File: src/rtl/booth_pkg.sv
// Shared types and encodings for the radix-2 Booth multiplier controller.
package booth_pkg;

   typedef enum logic [2:0] {
      IDLE  = 3'd0,
      LOAD  = 3'd1,
      OP    = 3'd2,
      SHIFT = 3'd3,
      DONE  = 3'd4
   } state_e;

   localparam logic [1:0] SEL_HOLD = 2'b00;
   localparam logic [1:0] SEL_SHR  = 2'b01;
   localparam logic [1:0] SEL_SHL  = 2'b10;
   localparam logic [1:0] SEL_LOAD = 2'b11;

   localparam logic ADD = 1'b0;
   localparam logic SUB = 1'b1;

   localparam int         CYC_W   = 5;
   localparam logic [4:0] CYC_MAX = 5'd31;

endpackage

File: src/rtl/booth_iter_cnt.sv
// Booth iteration counter: synchronous clear/enable, flags the final iteration.
module booth_iter_cnt #(
   parameter int W     = 8,
   parameter int CNT_W = 3
) (
   input  logic clk_i,
   input  logic rst_i,
   input  logic clr_i,
   input  logic en_i,
   output logic last_o
);

   logic [CNT_W-1:0] cnt_q;
   logic [CNT_W-1:0] cnt_d;

   // Next count; the controller only enables counting below W-1, so no wrap occurs.
   always_comb begin
      cnt_d = cnt_q;
      if (clr_i) begin
         cnt_d = '0;
      end else if (en_i) begin
         cnt_d = cnt_q + CNT_W'(1);
      end else begin
         cnt_d = cnt_q;
      end
   end

   // Count register
   always_ff @(posedge clk_i) begin
      if (rst_i) begin
         cnt_q <= '0;
      end else begin
         cnt_q <= cnt_d;
      end
   end

   assign last_o = (cnt_q == CNT_W'(W - 1));

endmodule

File: src/rtl/booth_ctrl.sv
// Radix-2 Booth multiplier control FSM (IDLE/LOAD/OP/SHIFT/DONE).
// Optional cycle counter output enabled by macro BOOTH_CTRL_CYCLE_CNT_EN.
module booth_ctrl
   import booth_pkg::*;
#(
   parameter int W     = 8,
   parameter int CNT_W = 3
) (
   input  logic       clk,
   input  logic       rst,
   input  logic       start,
   input  logic       q0,
   input  logic       q_1,
   output logic [1:0] sel_a,
   output logic [1:0] sel_q,
   output logic       ld_m,
   output logic       clr_a,
   output logic       add_sub,
   output logic       ready,
   output logic       done
`ifdef BOOTH_CTRL_CYCLE_CNT_EN
   ,
   output logic [CYC_W-1:0] cycles
`endif
);

   state_e state_q;
   state_e state_d;
   logic   cnt_clr;
   logic   cnt_en;
   logic   cnt_last;

   booth_iter_cnt #(
      .W     (W),
      .CNT_W (CNT_W)
   ) u_iter_cnt (
      .clk_i  (clk),
      .rst_i  (rst),
      .clr_i  (cnt_clr),
      .en_i   (cnt_en),
      .last_o (cnt_last)
   );

   // State register
   always_ff @(posedge clk) begin
      if (rst) begin
         state_q <= IDLE;
      end else begin
         state_q <= state_d;
      end
   end

   // Next-state and strobe decode; OP also looks at the Booth pair {q0,q_1}
   always_comb begin
      state_d = state_q;
      sel_a   = SEL_HOLD;
      sel_q   = SEL_HOLD;
      ld_m    = 1'b0;
      clr_a   = 1'b0;
      add_sub = ADD;
      ready   = 1'b0;
      done    = 1'b0;
      cnt_clr = 1'b0;
      cnt_en  = 1'b0;
      case (state_q)
         IDLE: begin
            ready = 1'b1;
            if (start) begin
               state_d = LOAD;
            end else begin
               state_d = IDLE;
            end
         end
         LOAD: begin
            ld_m    = 1'b1;
            sel_q   = SEL_LOAD;
            sel_a   = SEL_LOAD;
            clr_a   = 1'b1;
            cnt_clr = 1'b1;
            state_d = OP;
         end
         OP: begin
            case ({q0, q_1})
               2'b10: begin
                  sel_a   = SEL_LOAD;
                  add_sub = SUB;
                  state_d = SHIFT;
               end
               2'b01: begin
                  sel_a   = SEL_LOAD;
                  add_sub = ADD;
                  state_d = SHIFT;
               end
               default: begin
                  // No add needed: shift immediately to save a cycle
                  sel_a = SEL_SHR;
                  sel_q = SEL_SHR;
                  if (cnt_last) begin
                     state_d = DONE;
                  end else begin
                     cnt_en  = 1'b1;
                     state_d = OP;
                  end
               end
            endcase
         end
         SHIFT: begin
            sel_a = SEL_SHR;
            sel_q = SEL_SHR;
            if (cnt_last) begin
               state_d = DONE;
            end else begin
               cnt_en  = 1'b1;
               state_d = OP;
            end
         end
         DONE: begin
            done    = 1'b1;
            state_d = IDLE;
         end
         default: begin
            state_d = IDLE;
         end
      endcase
   end

`ifdef BOOTH_CTRL_CYCLE_CNT_EN
   logic [CYC_W-1:0] cyc_q;
   logic [CYC_W-1:0] cyc_d;

   // Cleared on entry to LOAD so it reads the LOAD..DONE span once back in IDLE
   always_comb begin
      cyc_d = cyc_q;
      if (state_q == IDLE) begin
         if (start) begin
            cyc_d = 5'd0;
         end else begin
            cyc_d = cyc_q;
         end
      end else if (cyc_q == CYC_MAX) begin
         cyc_d = cyc_q;
      end else begin
         cyc_d = cyc_q + 5'd1;
      end
   end

   // Cycle counter register
   always_ff @(posedge clk) begin
      if (rst) begin
         cyc_q <= 5'd0;
      end else begin
         cyc_q <= cyc_d;
      end
   end

   assign cycles = cyc_q;
`endif

endmodule
File: config.mk
export PLATFORM = sky130hd
export DESIGN_NAME = booth_ctrl
export DESIGN_NICKNAME = d
export VERILOG_FILES = /design/src/rtl/booth_pkg.sv /design/src/rtl/booth_iter_cnt.sv /design/src/rtl/booth_ctrl.sv
export SDC_FILE = /design/constraint.sdc
export NUM_CORES = 1
export LEC_CHECK = 0
export BUFFER_PORTS_ARGS = -buffer_cell sky130_fd_sc_hd__buf_2
export CAP_MARGIN = 20
export CORE_AREA = 2 2 39 41
export DETAILED_ROUTE_END_ITERATION = 8
export DIE_AREA = 0 0 41 43
export PLACE_DENSITY_LB_ADDON = 0.25
export SYNTH_ARGS = -nofsm -noshare
export SYNTH_HDL_FRONTEND = slang
export SYNTH_SLANG_ARGS = --single-unit
File: constraint.sdc
create_clock -name clk -period 1.6 [get_ports clk]
set_input_delay 0.08 -clock clk [delete_from_list [all_inputs] [get_ports clk]]
set_output_delay 0.08 -clock clk [all_outputs]
set_load 0.005 [all_outputs]
==> qor.yml <==
logic_synthesis:
  synth_seq_cells: 6
  yosysSeqAreaShare: 0.300
  synth_cell_types: 23
  ys.warnings.count: 0
  avgSynthCellArea_um2: 7.85
  netlist_instances: 51
  syn-cell-area_um2: 400
  synthesis.nets: 60
global_routing:
  grt_pass1_vias: 348
  antenna_found_initial: 0
  overflow: 0
  track_usage: 0.129
  grt_max_degree: 12
  grt_pass1_wl_um: 1500
worst_setup_path:
  r2r_slack_ps: 30
  worstPathArrival_ps: 1750
  cp_max_fo: 4
  critPathSlowestCell: "or3b_4"
  crit_path_start: "u_iter_cnt.cnt_q[0]"
  startpoint_type: "register"
  crit_required_ps: 1780
  cp_cell_sequence: "ha_4 -> ha_2 -> or3b_4 -> or3_4 -> a21oi_2"
  r2r_end: "u_iter_cnt.cnt_q[0]"
  worst_setup_path_end_kind: "register"
  crit_end: "u_iter_cnt.cnt_q[0]"
  rr_startpoint: "u_iter_cnt.cnt_q[0]"
  critPathMaxStageDelay_ps: 380
  r2r.worst_path.cells: 5
  worstSetupPathType: "reg -> reg"
finish:
  mostFrequentLayoutCell: "buf_2"
  multi_input_area_um2: 272
  seqCellArea_um2: 121
  layout_common_cells: "buf_2, dfxtp_1"
  drive_above_1_share: 0.424
  final_core_util: 0.389
  n_antenna_cell: 0
  fin_area_um2: 538
  area_delta_synth_final_pct: 34.4
  final_cells: 82
  fillers: 155
  fin_nets: 77
die:
  initial_core_util: 0.289
  core-area_um2: 1380
  num_rows: 14
  ios: 14
  die_h_um: 43
  die_area_um2: 1760
  die_width_um: 41
routing:
  drt-wirelength-per-cell_um: 11.1
  drt_iter0_drc: 9
  finalWirelength_um: 911
  drtAntennaViolNets: 0
  vias_per_cell: 4.80
  first_pass_iters: 4
  vias: 394
  drc_errors: 0
clock_network:
  cts_buffers: 3
  cts.sinks: 6
  cts_tree: "built"
  clk_pin_slew_ps: 50
  cts_root_buffer: "clkbuf_4"
  ctsLongestPathBuffers: 2
  clkLatencyLatePin_ps: 250
  htree_levels: 1
placement:
  gp_congestion: 0.754
  port_buffers: 13
  place_inst: 79
  dp_slack_ps: -34.1
  hpwl_um: 656
  place_area_um2: 488
power_and_ir_drop:
  p_leak_nw: 0.257
  ir_drop_uv: 223
  p_total_uw: 406
  pwr_density_cell_nw_per_um2: 754
sta:
  timing.setup.tns_ps: 0
  skew_ps: 2.40
  worst_slew_pin_slew_ps: 360
  slew_viol_final: 0
  hold_violations: 0
  rsz0062_at_grt: "true"
  clock.fmax_mhz: 638
  setup_slack_ps: 31.4
  finalCriticalPeriod_ps: 1570
  fin_crit_sh: 0.980
  setup_violations: 0
  relSlewSlack: 0.760
  hold_slack_ps: 51.1
worst_hold_path:
  min_path_type: "in -> reg"
  min_from: "rst"
status:
  status: "completed"
job:
  drv_cap: 0
synthesized netlist by cell type:
| library cell | n | share of area |
|---|---|---|
| nand2b_1 | 1 | 0.016 |
| or2_2 | 2 | 0.031 |
| ha_1 | 4 | 0.13 |
| nand3b_1 | 1 | 0.019 |
| buf_2 | 1 | 0.012 |
| nor4bb_1 | 1 | 0.025 |
| or3b_1 | 1 | 0.022 |
| mux2i_1 | 1 | 0.025 |
| dfxtp_1 | 6 | 0.30 |
| nor2_1 | 4 | 0.037 |
| nor3_1 | 2 | 0.025 |
| inv_1 | 2 | 0.019 |
| nand2_1 | 2 | 0.019 |
| or3_1 | 1 | 0.016 |
| o21ai_0 | 4 | 0.050 |
| clkbuf_1 | 2 | 0.019 |
| nand3_1 | 2 | 0.025 |
| buf_4 | 2 | 0.037 |
| nor4_1 | 2 | 0.031 |
| nor3b_1 | 2 | 0.037 |
| and3_1 | 2 | 0.031 |
| a21oi_1 | 5 | 0.062 |
| and2_1 | 1 | 0.016 |
metal layers:
metal	routed length, um	vias to the layer above	track usage
met4	0	0	0.0400
met5	0	-	0
li1	-	207	-
met1	423	181	0.165
met2	445	6	0.175
met3	41	0	0.0785
kinds of logic after synthesis:
| logic type | Yosys count | share of synthesized area |
|---|---|---|
| compound gates | 9 | 0.112 |
| fa+ha+maj | 4 | 0.125 |
| buf+inv | 7 | 0.0875 |
| flops | 6 | 0.300 |
| mux | 1 | 0.0250 |
| simple gates | 24 | 0.350 |
timing repair:
action,in CTS,in global routing
buffers inserted,0,0
hold endpoints to repair,0,0
gates cloned,0,0
pin swaps,0,1
gates resized for setup,2,5
hold buffers,0,0
setup endpoints to repair,1,1
how the worst min path moves through the flow:
stage                  to  slack (ps)  cells after the start
5_1_grt        state_q[0]          40                      2
4_1_cts        state_q[0]          40                      2
3_3_place_gp   state_q[0]         320                      2
2_1_floorplan  state_q[1]         160                      1
3_5_place_dp   state_q[0]         310                      2
6_report       state_q[0]          50                      2
state kept, by name, indices dropped and copies added, names as in the netlist:
| name | count |
|---|---|
| state_q | 3 |
| u_iter_cnt.cnt_q | 3 |
worst max-delay path, delay by kind of cell, from the launching register on:
kind	cells	cell delay, ps
simple gates	2	720
flops	1	330
fa+ha+maj	2	330
compound gates	1	110
power breakdown:
| part | switching [mW] | total [mW] | internal [mW] |
|---|---|---|---|
| Combinational | 0.0477 | 0.0970 | 0.0493 |
| Clock | 0.0599 | 0.145 | 0.0852 |
| Sequential | 0.00690 | 0.164 | 0.157 |
| Total | 0.114 | 0.406 | 0.291 |
area by class of cell:
cell class,instances,area share
inverter,2,0.0140
timing repair buffer,17,0.177
clock buffer,3,0.0419
sequential,6,0.226
tap,16,0.0372
multi-input combinational,38,0.505
(Power assumes the default switching activity.)
